`config.mk`:
```
export PLATFORM = sky130hd
export DESIGN_NAME = i2s_link
export DESIGN_NICKNAME = d
export VERILOG_FILES = /design/src/rtl/i2s_link.sv
export SDC_FILE = /design/constraint.sdc
export NUM_CORES = 1
export LEC_CHECK = 0
export ABC_AREA = 1
export BUFFER_PORTS_ARGS = -buffer_cell sky130_fd_sc_hd__buf_2
export CORE_ASPECT_RATIO = 1.2
export CORE_MARGIN = 4
export CORE_UTILIZATION = 50
export CTS_BUF_LIST = sky130_fd_sc_hd__clkbuf_4
export DETAILED_ROUTE_END_ITERATION = 7
export PLACE_DENSITY = 0.76
export SLEW_MARGIN = 20
export SYNTH_ARGS = -nofsm -noshare
export SYNTH_HDL_FRONTEND = slang
export SYNTH_SLANG_ARGS = --single-unit
```
`constraint.sdc`:
```
create_clock -name clk24 -period 2.9 [get_ports clk24]
set_input_delay 0.29 -clock clk24 [delete_from_list [all_inputs] [get_ports clk24]]
set_output_delay 0.29 -clock clk24 [all_outputs]
set_load 0.02 [all_outputs]
```
`src/rtl/i2s_link.sv`:
```
// ---------------------------------------------------------------------------
// i2s_link -- I2S master link to an audio codec.
//
// Generates the codec clocks from a 9-bit free-running frame counter
// (MCLK = clk24/2, BCK = clk24/8, LRCK = clk24/512). It serializes a
// stereo 16-bit DAC sample pair, MSB first, with the one-BCK I2S delay.
// Optionally it captures the left-channel ADC word from the codec.
//
// Optional feature macro: I2S_ADC_EN
//   When defined, the ADC capture path is built.
//   When undefined, o_linein / o_linein_valid are tied to 0 and
//   i_adcdat is ignored.
//
// Ports
//   clk24          in   1   24 MHz system clock, rising edge
//   reset          in   1   synchronous, active-high reset
//   i_sample_l     in  16   left DAC sample (two's complement)
//   i_sample_r     in  16   right DAC sample (two's complement)
//   o_sample_req   out  1   high while cnt=511; inputs latched on this cycle
//   o_mclk         out  1   codec master clock (cnt[0])
//   o_bck          out  1   bit clock (cnt[2])
//   o_lrck         out  1   word select, 0 = left, 1 = right (cnt[8])
//   o_dacdat       out  1   serial DAC data
//   i_adcdat       in   1   serial ADC data
//   o_linein       out 16   last captured left ADC word
//   o_linein_valid out  1   high for the one cycle at cnt=136
// ---------------------------------------------------------------------------
module i2s_link (
    input  logic        clk24,
    input  logic        reset,
    input  logic [15:0] i_sample_l,
    input  logic [15:0] i_sample_r,
    output logic        o_sample_req,
    output logic        o_mclk,
    output logic        o_bck,
    output logic        o_lrck,
    output logic        o_dacdat,
    input  logic        i_adcdat,
    output logic [15:0] o_linein,
    output logic        o_linein_valid
);

    logic [8:0]  cnt_r;
    logic [8:0]  cnt_nxt_s;
    logic [15:0] shadow_l_r;
    logic [15:0] shadow_r_r;
    logic        dac_r;
    logic        dac_nxt_s;
    logic        sample_req_r;

    // Serial bit for a slot: slots 1..16 carry word bits 15..0 (one-BCK
    // I2S delay); slot 0 and slots 17..31 are padded with zeros.
    function automatic logic dac_bit(input logic [15:0] word, input logic [4:0] slot);
        logic [3:0] idx;
        if ((slot >= 5'd1) && (slot <= 5'd16)) begin
            idx     = 4'(5'd16 - slot);
            dac_bit = word[idx];
        end else begin
            idx     = 4'd0;
            dac_bit = 1'b0;
        end
    endfunction

    // Next counter value and the DAC bit for the slot it starts.
    // dac_r is loaded one cycle before that slot begins, so the new bit
    // appears together with the BCK falling edge.
    always_comb begin
        cnt_nxt_s = cnt_r + 9'd1;
        dac_nxt_s = dac_bit(cnt_nxt_s[8] ? shadow_r_r : shadow_l_r, cnt_nxt_s[7:3]);
    end

    // Frame counter, input shadows, DAC shift-out and the sample request.
    always_ff @(posedge clk24) begin
        if (reset) begin
            cnt_r        <= 9'd0;
            shadow_l_r   <= 16'd0;
            shadow_r_r   <= 16'd0;
            dac_r        <= 1'b0;
            sample_req_r <= 1'b0;
        end else begin
            cnt_r        <= cnt_nxt_s;
            // Registered one cycle early so that it is high exactly while cnt=511.
            sample_req_r <= (cnt_r == 9'd510);
            if (cnt_r == 9'd511) begin
                shadow_l_r <= i_sample_l;
                shadow_r_r <= i_sample_r;
            end
            if (cnt_r[2:0] == 3'd7) begin
                dac_r <= dac_nxt_s;
            end
        end
    end

    assign o_mclk       = cnt_r[0];
    assign o_bck        = cnt_r[2];
    assign o_lrck       = cnt_r[8];
    assign o_dacdat     = dac_r;
    assign o_sample_req = sample_req_r;

`ifdef I2S_ADC_EN
    logic [15:0] adc_shift_r;
    logic [15:0] linein_r;
    logic        linein_valid_r;
    logic        adc_take_s;

    // Sample on the BCK rising edge (cnt[2:0]=3 -> 4) in left slots 1..16.
    always_comb begin
        adc_take_s = (cnt_r[8] == 1'b0) && (cnt_r[2:0] == 3'd3) &&
                     (cnt_r[7:3] >= 5'd1) && (cnt_r[7:3] <= 5'd16);
    end

    // ADC shift register and word transfer. The last bit is taken at
    // cnt=131, so the transfer at cnt=135 always sees a complete word.
    always_ff @(posedge clk24) begin
        if (reset) begin
            adc_shift_r    <= 16'd0;
            linein_r       <= 16'd0;
            linein_valid_r <= 1'b0;
        end else begin
            if (adc_take_s) begin
                adc_shift_r <= {adc_shift_r[14:0], i_adcdat};
            end
            if (cnt_r == 9'd135) begin
                linein_r <= adc_shift_r;
            end
            linein_valid_r <= (cnt_r == 9'd135);
        end
    end

    assign o_linein       = linein_r;
    assign o_linein_valid = linein_valid_r;
`else
    logic unused_adcdat_s;

    assign unused_adcdat_s = i_adcdat;
    assign o_linein        = 16'd0;
    assign o_linein_valid  = 1'b0;
`endif

endmodule

```
==> impl_metrics.tcl, run 1 <==
set metrics [dict create \
    critical_path_class "reg -> reg" \
    use_met3_pct 3.55 \
    vias 2030 \
    worst_pin_slew_ns 0.778 \
    outcome "completed" \
    syn_area_per_cell_um2 6.94 \
    place_congestion 0.841 \
    area.sequential_um2 861 \
    wire_per_inst_um 11.4 \
    fp.dieH_um 81.6 \
    hold_buffers 0 \
    worst_setup_path_start_kind "flip-flop" \
    finalSetupTns_ns 0 \
    setup_viol 0 \
    die_w_um 69.3 \
    busiest_layer "met2" \
    crit_buf_inv 1 \
    die-area_um2 5650 \
    cts_tree "built" \
    yosysWarnings 0 \
    end_kind "flip-flop" \
    start_util_pct 52.5 \
    hold_viol_final 0 \
    required_ns 3.17 \
    place_inst 406 \
    io_pins 57 \
    drive_above_1_share_pct 17.9 \
    min_period_ns 2.49 \
    grt_pass1_wl_mm 7.87 \
    rows 26 \
    drtIter0Drc 125 \
    slew-limit-headroom_pct 48.2 \
    final_core_util_pct 58.0 \
    first_pass_iters 4 \
    placed_cell_area_um2 2410 \
    maxSlewViolCount 0 \
    grt_pass1_vias 1816 \
    yosysSeqAreaShare_pct 38.2 \
    clkLatencyLatePin_ns 0.35 \
    via_per_inst 4.92 \
    rsz0062_at_grt "no" \
    power_mw 1.04 \
    finalInstanceArea_um2 2490 \
    nNetsFinal 398 \
    slowest_stage "dfxtp_1" \
    antennaDiodeCount 0 \
    netlist_instances 325 \
    ys_ff_latch 43 \
    path_clk_slew_ns 0.12 \
    p_per_area_nw_per_um2 418 \
    core_area_um2 4290 \
    port_buffers 38 \
    cts.sinks 43 \
    gr-usage-met1_pct 18.9 \
    grt_use_met2_pct 32.2 \
    critPathMaxStageDelay_ns 0.45 \
    grt_use_total_pct 17.0 \
    h-tree-depth 2 \
    syn_area_um2 2260 \
    ir_drop_uv 358 \
    syn_to_final_growth_pct 10.4 \
    cp_max_fo 10 \
    period_share_pct 85.9 \
    critical-path-top-delay-family "simple AND/OR/NAND/NOR gates" \
    fin_cells 413 \
    drc 0 \
    cp_cell_sequence "ha_1 -> nand3_2 -> nor3_1 -> ha_1 -> buf_4 -> o21ai_0 -> nand2_1 -> nand3_1 -> nand3_1 -> nand3_1 -> nand3_1 -> a21oi_2" \
    hp-class "in -> reg" \
    cts_buffer_depth 2 \
    maxCapViolCount 0 \
    multiInputGateArea_um2 1130 \
    fin_skew_ns 0.0145 \
    cts_resized 0 \
    hpwl_mm 3.37 \
    leakage_nw 1.07 \
    numCtsBuffers 5 \
    drt-total-wl_mm 4.72 \
    grt_max_degree 48 \
    antenna_found_initial 0 \
    fill_cells 443 \
    cpMostUsedCell "nand3_1" \
    ys_types 28 \
    ant_nets 0 \
    fmax_mhz 401 \
    post_cts_buffers 0 \
    clock-root-buffer "clkbuf_4" \
    grt-ovfl-total 0 \
    critPathArrivalTime_ns 2.77 \
]
## registers in the layout, indices dropped and copies added (netlist names)
signal	cells
o_dacdat	1
shadow_r_r	16
o_sample_req	1
shadow_l_r	16
cnt_r	9
## Yosys cell counts
| library cell | number | area share (%) |
|---|---|---|
| nand2_1 | 73 | 12 |
| nor2_1 | 44 | 7.3 |
| dfxtp_1 | 43 | 38 |
| inv_1 | 33 | 5.5 |
| a21oi_1 | 30 | 6.7 |
| nand3_1 | 22 | 4.9 |
| buf_4 | 18 | 6.0 |
| a211oi_1 | 15 | 5.0 |
| clkbuf_1 | 10 | 1.7 |
| ha_1 | 6 | 3.3 |
| buf_1 | 3 | 0.50 |
| buf_2 | 3 | 0.67 |
| nand3_2 | 3 | 1.3 |
| nand4_1 | 3 | 0.83 |
| o21ai_0 | 3 | 0.67 |
| nand2_2 | 2 | 0.55 |
| nor2_4 | 2 | 1.0 |
| nor3_1 | 2 | 0.44 |
| a21oi_2 | 1 | 0.39 |
| conb_1 | 1 | 0.17 |
| inv_2 | 1 | 0.17 |
| nand2_4 | 1 | 0.50 |
| nand4_2 | 1 | 0.55 |
| nor2_2 | 1 | 0.28 |
| nor3_2 | 1 | 0.44 |
| nor4_1 | 1 | 0.28 |
| o21ai_1 | 1 | 0.22 |
| o21ai_2 | 1 | 0.39 |
## cells by family (layout without fill, tap and decap cells)
family | Yosys count | after routing | share of synthesized area (%)
adder cells (fa/ha/maj) | 6 | 6 | 3.33
flip-flops | 43 | 43 | 38.2
buffers and inverters | 68 | 84 | 14.5
AND/OR/NAND/NOR | 156 | 156 | 30.6
other | 1 | 17 | 0.166
AO/OA/AOI/OAI | 51 | 51 | 13.3
## stage by stage
step / hold slack [ns] / setup slack (ns)
2_1_floorplan: 0.430 / 0.565
3_3_place_gp: 0.450 / 0.501
3_5_place_dp: 0.452 / 0.448
4_1_cts: 0.167 / 0.397
5_1_grt: 0.166 / 0.109
6_report: 0.174 / 0.409
## cell usage in the layout (no fill, tap or decap), types with 2 or more instances in the layout
master | netlist | routed
nand2_1 | 73 | 73
nand3_1 | 22 | 22
clkbuf_4 | 0 | 6
a211oi_1 | 15 | 15
conb_1 | 1 | 17
nor3_1 | 2 | 2
nor2_4 | 2 | 2
buf_4 | 18 | 5
dfxtp_1 | 43 | 43
ha_1 | 6 | 6
nand3_2 | 3 | 3
inv_1 | 33 | 33
buf_2 | 3 | 38
nand4_1 | 3 | 3
o21ai_0 | 3 | 3
nand2_2 | 2 | 2
a21oi_1 | 30 | 30
nor2_1 | 44 | 44
## worst register-to-register path: cells and delay by family (launching register included)
family,cells,cell delay [ns]
fa+ha+maj,2,0.65
flops,1,0.45
compound gates,2,0.31
simple gates,7,0.78
buf+inv,1,0.22
## power by group
group	internal (mW)	total [mW]	leakage [nW]	switching (mW)
Combinational	0.0240	0.0729	0.684	0.0489
Clock	0.187	0.368	0.0417	0.181
Sequential	0.594	0.600	0.347	0.00587
## metal layers
metal	part of all wire, %	routed length (um)
met1	43	2040
met2	50	2380
met3	4.6	219
met4	1.7	82
met5	0	0
## worst paths after layout
check           startpoint            end  slack [ns]  depth (start not counted)
min          i_sample_l[2]  shadow_l_r[2]        0.17                          3
max reg2reg       cnt_r[1]       o_dacdat        0.41                         12
max               cnt_r[1]       o_dacdat        0.41                         12
min reg2reg  shadow_r_r[6]  shadow_r_r[6]        0.47                          2
## layout make-up
class,count,share of cell area (%)
Clock buffer,6,1.81
Clock inverter,1,1.21
Inverter,34,5.13
Multi-Input combinational cell,230,45.3
Sequential cell,43,34.6
Tap cell,56,2.81
Timing Repair Buffer,43,9.15
Note: power is estimated with default switching activity, not from simulation.
==> run 2: changes to the inputs <==
- BUFFER_PORTS_ARGS: -buffer_cell sky130_fd_sc_hd__buf_2 -> -buffer_cell sky130_fd_sc_hd__clkbuf_2
==> run 2 against run 1 <==
Net effect: design area shrank 0.90%; register-to-register slack lost 0.02 ns; largest power group unchanged; global-route usage grew 0.33 points; core utilization shrank 0.52 points; power shrank 8.7%; via count shrank 0.39%; critical path type unchanged; routed wire length shrank 2.4%.
==> impl_metrics.tcl, run 2 (same netlist as run 1, synthesis figures left out) <==
set metrics [dict create \
    area.sequential_um2 861 \
    ant_nets 0 \
    maxCapViolCount 0 \
    fp.dieH_um 81.6 \
    syn_to_final_growth_pct 9.37 \
    rsz0062_at_grt "no" \
    maxSlewViolCount 0 \
    critPathArrivalTime_ns 2.78 \
    period_share_pct 86.4 \
    cp-startpoint "cnt_r[1]" \
    largestRegisters "shadow_l_r x16, shadow_r_r x16, cnt_r x9" \
    cts_buffer_depth 2 \
    start_util_pct 52.5 \
    end_kind "flip-flop" \
    clock-root-buffer "clkbuf_4" \
    cts.sinks 43 \
    hold_buffers 0 \
    vias 2022 \
    place_congestion 0.845 \
    pwr-share-seq_pct 63.1 \
    wire_per_inst_um 11.1 \
    h-tree-depth 2 \
    crit_path_end "o_dacdat" \
    final_cell_mix "73 x nand2_1, 44 x nor2_1, 43 x dfxtp_1" \
    reg2reg_slack_ns 0.39 \
    hpwl_mm 3.36 \
    cp_max_fo 10 \
    post_cts_buffers 0 \
    grt_max_degree 48 \
    core_area_um2 4290 \
    antenna_found_initial 0 \
    worst_r2r_path_depth 12 \
    p_int_uw 707 \
    setup_viol 0 \
    grt_pass1_vias 1899 \
    outcome "completed" \
    critical_path_class "reg -> reg" \
    switching_power_uw 244 \
    cts_tree "built" \
    finalSetupTns_ns 0 \
    numCtsBuffers 5 \
    rows 26 \
    drive_above_1_share_pct 17.6 \
    fmax_mhz 399 \
    die-area_um2 5650 \
    ir_drop_uv 259 \
    slew-limit-headroom_pct 41.3 \
    final_common_cell "nand2_1" \
    grt-ovfl-total 0 \
    hold_viol_final 0 \
    cts_resized 0 \
    first_pass_iters 5 \
    p_per_area_nw_per_um2 385 \
    grt_use_total_pct 17.3 \
    io_pins 57 \
    worst_pin_slew_ns 0.880 \
    fin_skew_ns 0.0178 \
    hp-class "in -> reg" \
    drc 0 \
    via_per_inst 4.88 \
    drt-total-wl_mm 4.61 \
    grt_pass1_wl_mm 8.05 \
    nNetsFinal 398 \
    timing.rr.end "o_dacdat" \
    leakage_nw 1.06 \
    worst_setup_path_start_kind "flip-flop" \
    required_ns 3.17 \
    port_buffers 38 \
    finalInstanceArea_um2 2470 \
    clockPowerShare_pct 29.3 \
    min_period_ns 2.51 \
    swShare_pct 25.6 \
    drtIter0Drc 114 \
    antennaDiodeCount 0 \
    fill_cells 432 \
    placed_cell_area_um2 2410 \
    die_w_um 69.3 \
    clkLatencyLatePin_ns 0.35 \
    multiInputGateArea_um2 1130 \
    combPwrFrac_pct 7.6 \
    path_clk_slew_ns 0.13 \
    final_core_util_pct 57.5 \
    rr_startpoint "cnt_r[1]" \
]
[run 2: cell count changes in the layout (fill, tap and decap cells not counted)]
cell	change
bufinv_16	-1
clkbuf_2	+38
clkinvlp_4	+1
buf_2	-38
clkinv_1	+2
clkbuf_4	-1
[run 2: worst min-delay path by stage]
stage | from | end | slack (ns) | cells past startpoint
global placement | shadow_r_r[13] | shadow_r_r[13] | 0.45 | 2
floorplan | i_sample_l[8] | shadow_l_r[8] | 0.43 | 2
finish | i_sample_r[6] | shadow_r_r[6] | 0.16 | 3
global route | i_sample_r[13] | shadow_r_r[13] | 0.15 | 3
CTS | i_sample_l[2] | shadow_l_r[2] | 0.14 | 3
detailed placement | shadow_r_r[10] | shadow_r_r[10] | 0.45 | 2
[run 2: layout make-up]
class                      instances  area share [%]
inverter                          34            5.17
multi-input combinational        230            45.7
timing repair buffer              43            9.23
clock inverter                     3           0.609
sequential                        43            34.9
clock buffer                       5            1.52
tap                               56            2.84
[run 2: critical path: stages, from the launching register on]
cell and delay, ns:
dfxtp_1 0.45, ha_1 0.25, nand3_2 0.14, nor3_1 0.22
ha_1 0.39, buf_4 0.22, o21ai_0 0.19, nand2_1 0.07
nand3_1 0.09, nand3_1 0.07, nand3_1 0.09, nand3_1 0.11
a21oi_2 0.12
[run 2: metrics by stage]
| stage | power, mW | setup WS, ns | std cells | hold slack, ns |
|---|---|---|---|---|
| 3_5_place_dp | 0.686 | 0.438 | 406 | 0.454 |
| 3_3_place_gp | 0.685 | 0.495 | 406 | 0.450 |
| 6_report | 0.951 | 0.393 | 414 | 0.162 |
| 2_1_floorplan | 0.675 | 0.565 | 341 | 0.430 |
| 4_1_cts | 0.962 | 0.389 | 414 | 0.142 |
| 5_1_grt | 0.992 | 0.0842 | 414 | 0.151 |
[run 2: metal layers]
layer	vias up	GRT usage, %	part of all wire, %
met5	-	0	0
met3	5	3.55	4.7
met4	0	6.05	1.2
met2	41	32.3	51
li1	1078	-	-
met1	898	19.6	43
[run 2: power groups by stage]
stage	Clock (mW)	Sequential [mW]	Combinational [mW]
final	0.278	0.600	0.0727
after CTS	0.289	0.600	0.0729
after detailed placement	0	0.613	0.0726
after global routing	0.309	0.601	0.0819
after floorplan	0	0.614	0.0606
after global placement	0	0.613	0.0723
==> run 3: changes to the inputs <==
- PLACE_DENSITY: 0.76 -> 0.81
==> run 3 against run 2 <==
Net effect: critical path depth did not move; final cell count decreased by 0.24%; design area increased by 0.25%; clock power is 3% lower; critical endpoint unchanged; largest cell class unchanged; largest power group unchanged.
==> impl_metrics.tcl, run 3 (same netlist as run 1, synthesis figures left out) <==
set metrics [dict create \
    wire_per_inst_um 11.2 \
    drtIter0Drc 85 \
    die_w_um 69.3 \
    port_buffers 38 \
    min_period_ns 2.43 \
    use_met3_pct 2.94 \
    slowest_stage "dfxtp_1" \
    setup_viol 0 \
    fin_skew_ns 0.00645 \
    maxCapViolCount 0 \
    cts_resized 0 \
    h-tree-depth 2 \
    path_clk_slew_ns 0.12 \
    via_per_inst 4.94 \
    ir_drop_uv 241 \
    rsz0062_at_grt "no" \
    cts_buffer_depth 2 \
    vias 2040 \
    hpwl_mm 3.44 \
    final_cell_mix "73 x nand2_1, 44 x nor2_1, 43 x dfxtp_1" \
    fmax_mhz 412 \
    final_common_cell "nand2_1" \
    syn_to_final_growth_pct 9.65 \
    cts.sinks 43 \
    finalSetupTns_ns 0 \
    hold_viol_final 0 \
    drive_above_1_share_pct 17.6 \
    pre_cts_slack_ns 0.511 \
    place_congestion 0.921 \
    placed_cell_area_um2 2430 \
    grt_use_met2_pct 32.2 \
    first_pass_iters 5 \
    drt-total-wl_mm 4.62 \
    cpMostUsedCell "nand3_1" \
    ant_nets 0 \
    post_cts_buffers 0 \
    period_share_pct 83.8 \
    fin_cells 413 \
    antennaDiodeCount 0 \
    fin_ws_ns 0.470 \
    largestRegisters "shadow_l_r x16, shadow_r_r x16, cnt_r x9" \
    hold_buffers 0 \
    nNetsFinal 398 \
    end_kind "flip-flop" \
    hp-class "in -> reg" \
    grt_pass1_wl_mm 7.80 \
    p_per_area_nw_per_um2 382 \
    critPathArrivalTime_ns 2.71 \
    busiest_layer "met2" \
    place_inst 406 \
    required_ns 3.18 \
    cp_cell_sequence "ha_1 -> nand3_2 -> nor3_1 -> ha_1 -> buf_12 -> o21ai_0 -> nand2_1 -> nand3_1 -> nand3_1 -> nand3_1 -> nand3_1 -> a21oi_2" \
    die-area_um2 5650 \
    grt_max_degree 44 \
    io_pins 57 \
    outcome "completed" \
    cp_max_fo 17 \
    critical_path_class "reg -> reg" \
    grt_use_total_pct 17.0 \
    grt_pass1_vias 1900 \
    leakage_nw 1.07 \
    worst_pin_slew_ns 0.882 \
    critPathMaxStageDelay_ns 0.45 \
    start_util_pct 52.5 \
    core_area_um2 4290 \
    antenna_found_initial 0 \
    cts_tree "built" \
    maxSlewViolCount 0 \
    gr-usage-met1_pct 18.4 \
    finalInstanceArea_um2 2470 \
    critical-path-top-delay-family "simple AND/OR/NAND/NOR gates" \
    final_core_util_pct 57.6 \
    clock-root-buffer "clkbuf_4" \
    numCtsBuffers 5 \
    fp.dieH_um 81.6 \
    rows 26 \
    slew-limit-headroom_pct 41.2 \
    crit_buf_inv 1 \
    worst_setup_path_start_kind "flip-flop" \
    drc 0 \
    grt-ovfl-total 0 \
    clkLatencyLatePin_ns 0.35 \
]
[run 3: cell types whose count changed in the layout (fill, tap and decap cells not counted)]
| cell | before | now |
|---|---|---|
| clkinv_1 | 2 | 1 |
| clkinv_2 | 0 | 1 |
| buf_4 | 5 | 4 |
| clkinvlp_4 | 1 | 0 |
| buf_12 | 0 | 1 |
[run 3: worst paths after layout]
| path | end | startpoint | cells past startpoint | slack, ns |
|---|---|---|---|---|
| min | shadow_l_r[8] | i_sample_l[8] | 3 | 0.15 |
| max reg2reg | o_dacdat | cnt_r[1] | 12 | 0.47 |
| max | o_dacdat | cnt_r[1] | 12 | 0.47 |
| min reg2reg | shadow_l_r[4] | shadow_l_r[4] | 2 | 0.47 |
[run 3: worst reg2reg max path, stage by stage (launching register included)]
cell and delay, ns:
dfxtp_1 0.45, ha_1 0.27, nand3_2 0.13, nor3_1 0.21
ha_1 0.39, buf_12 0.21, o21ai_0 0.18, nand2_1 0.07
nand3_1 0.08, nand3_1 0.07, nand3_1 0.09, nand3_1 0.09
a21oi_2 0.12
[run 3: layer usage]
layer / wire [um] / share of wire, % / vias up
met3: 232 / 5.0 / 11
met4: 72 / 1.6 / 0
met1: 1930 / 42 / 913
met2: 2390 / 52 / 46
li1: - / - / 1070
met5: 0 / 0 / -
[run 3: power breakdown]
part / switching (mW) / internal, mW
clock network: 0.183 / 0.0861
registers: 0.00517 / 0.594
logic: 0.0509 / 0.0252
[run 3: per-stage QoR]
| step | hold WS, ns | total power [mW] |
|---|---|---|
| global route | 0.136 | 0.986 |
| finish | 0.147 | 0.944 |
| detailed placement | 0.449 | 0.688 |
| floorplan | 0.430 | 0.675 |
| CTS | 0.141 | 0.952 |
| global placement | 0.448 | 0.687 |
[run 3: final cells by class]
| class | count | area [um^2] |
|---|---|---|
| clock buffer | 5 | 37.5 |
| timing repair buffer | 43 | 240 |
| clock inverter | 2 | 8.76 |
| multi-input combinational | 230 | 1130 |
| fill | 446 | 1820 |
| sequential | 43 | 861 |
| inverter | 34 | 128 |
| tap | 56 | 70.1 |
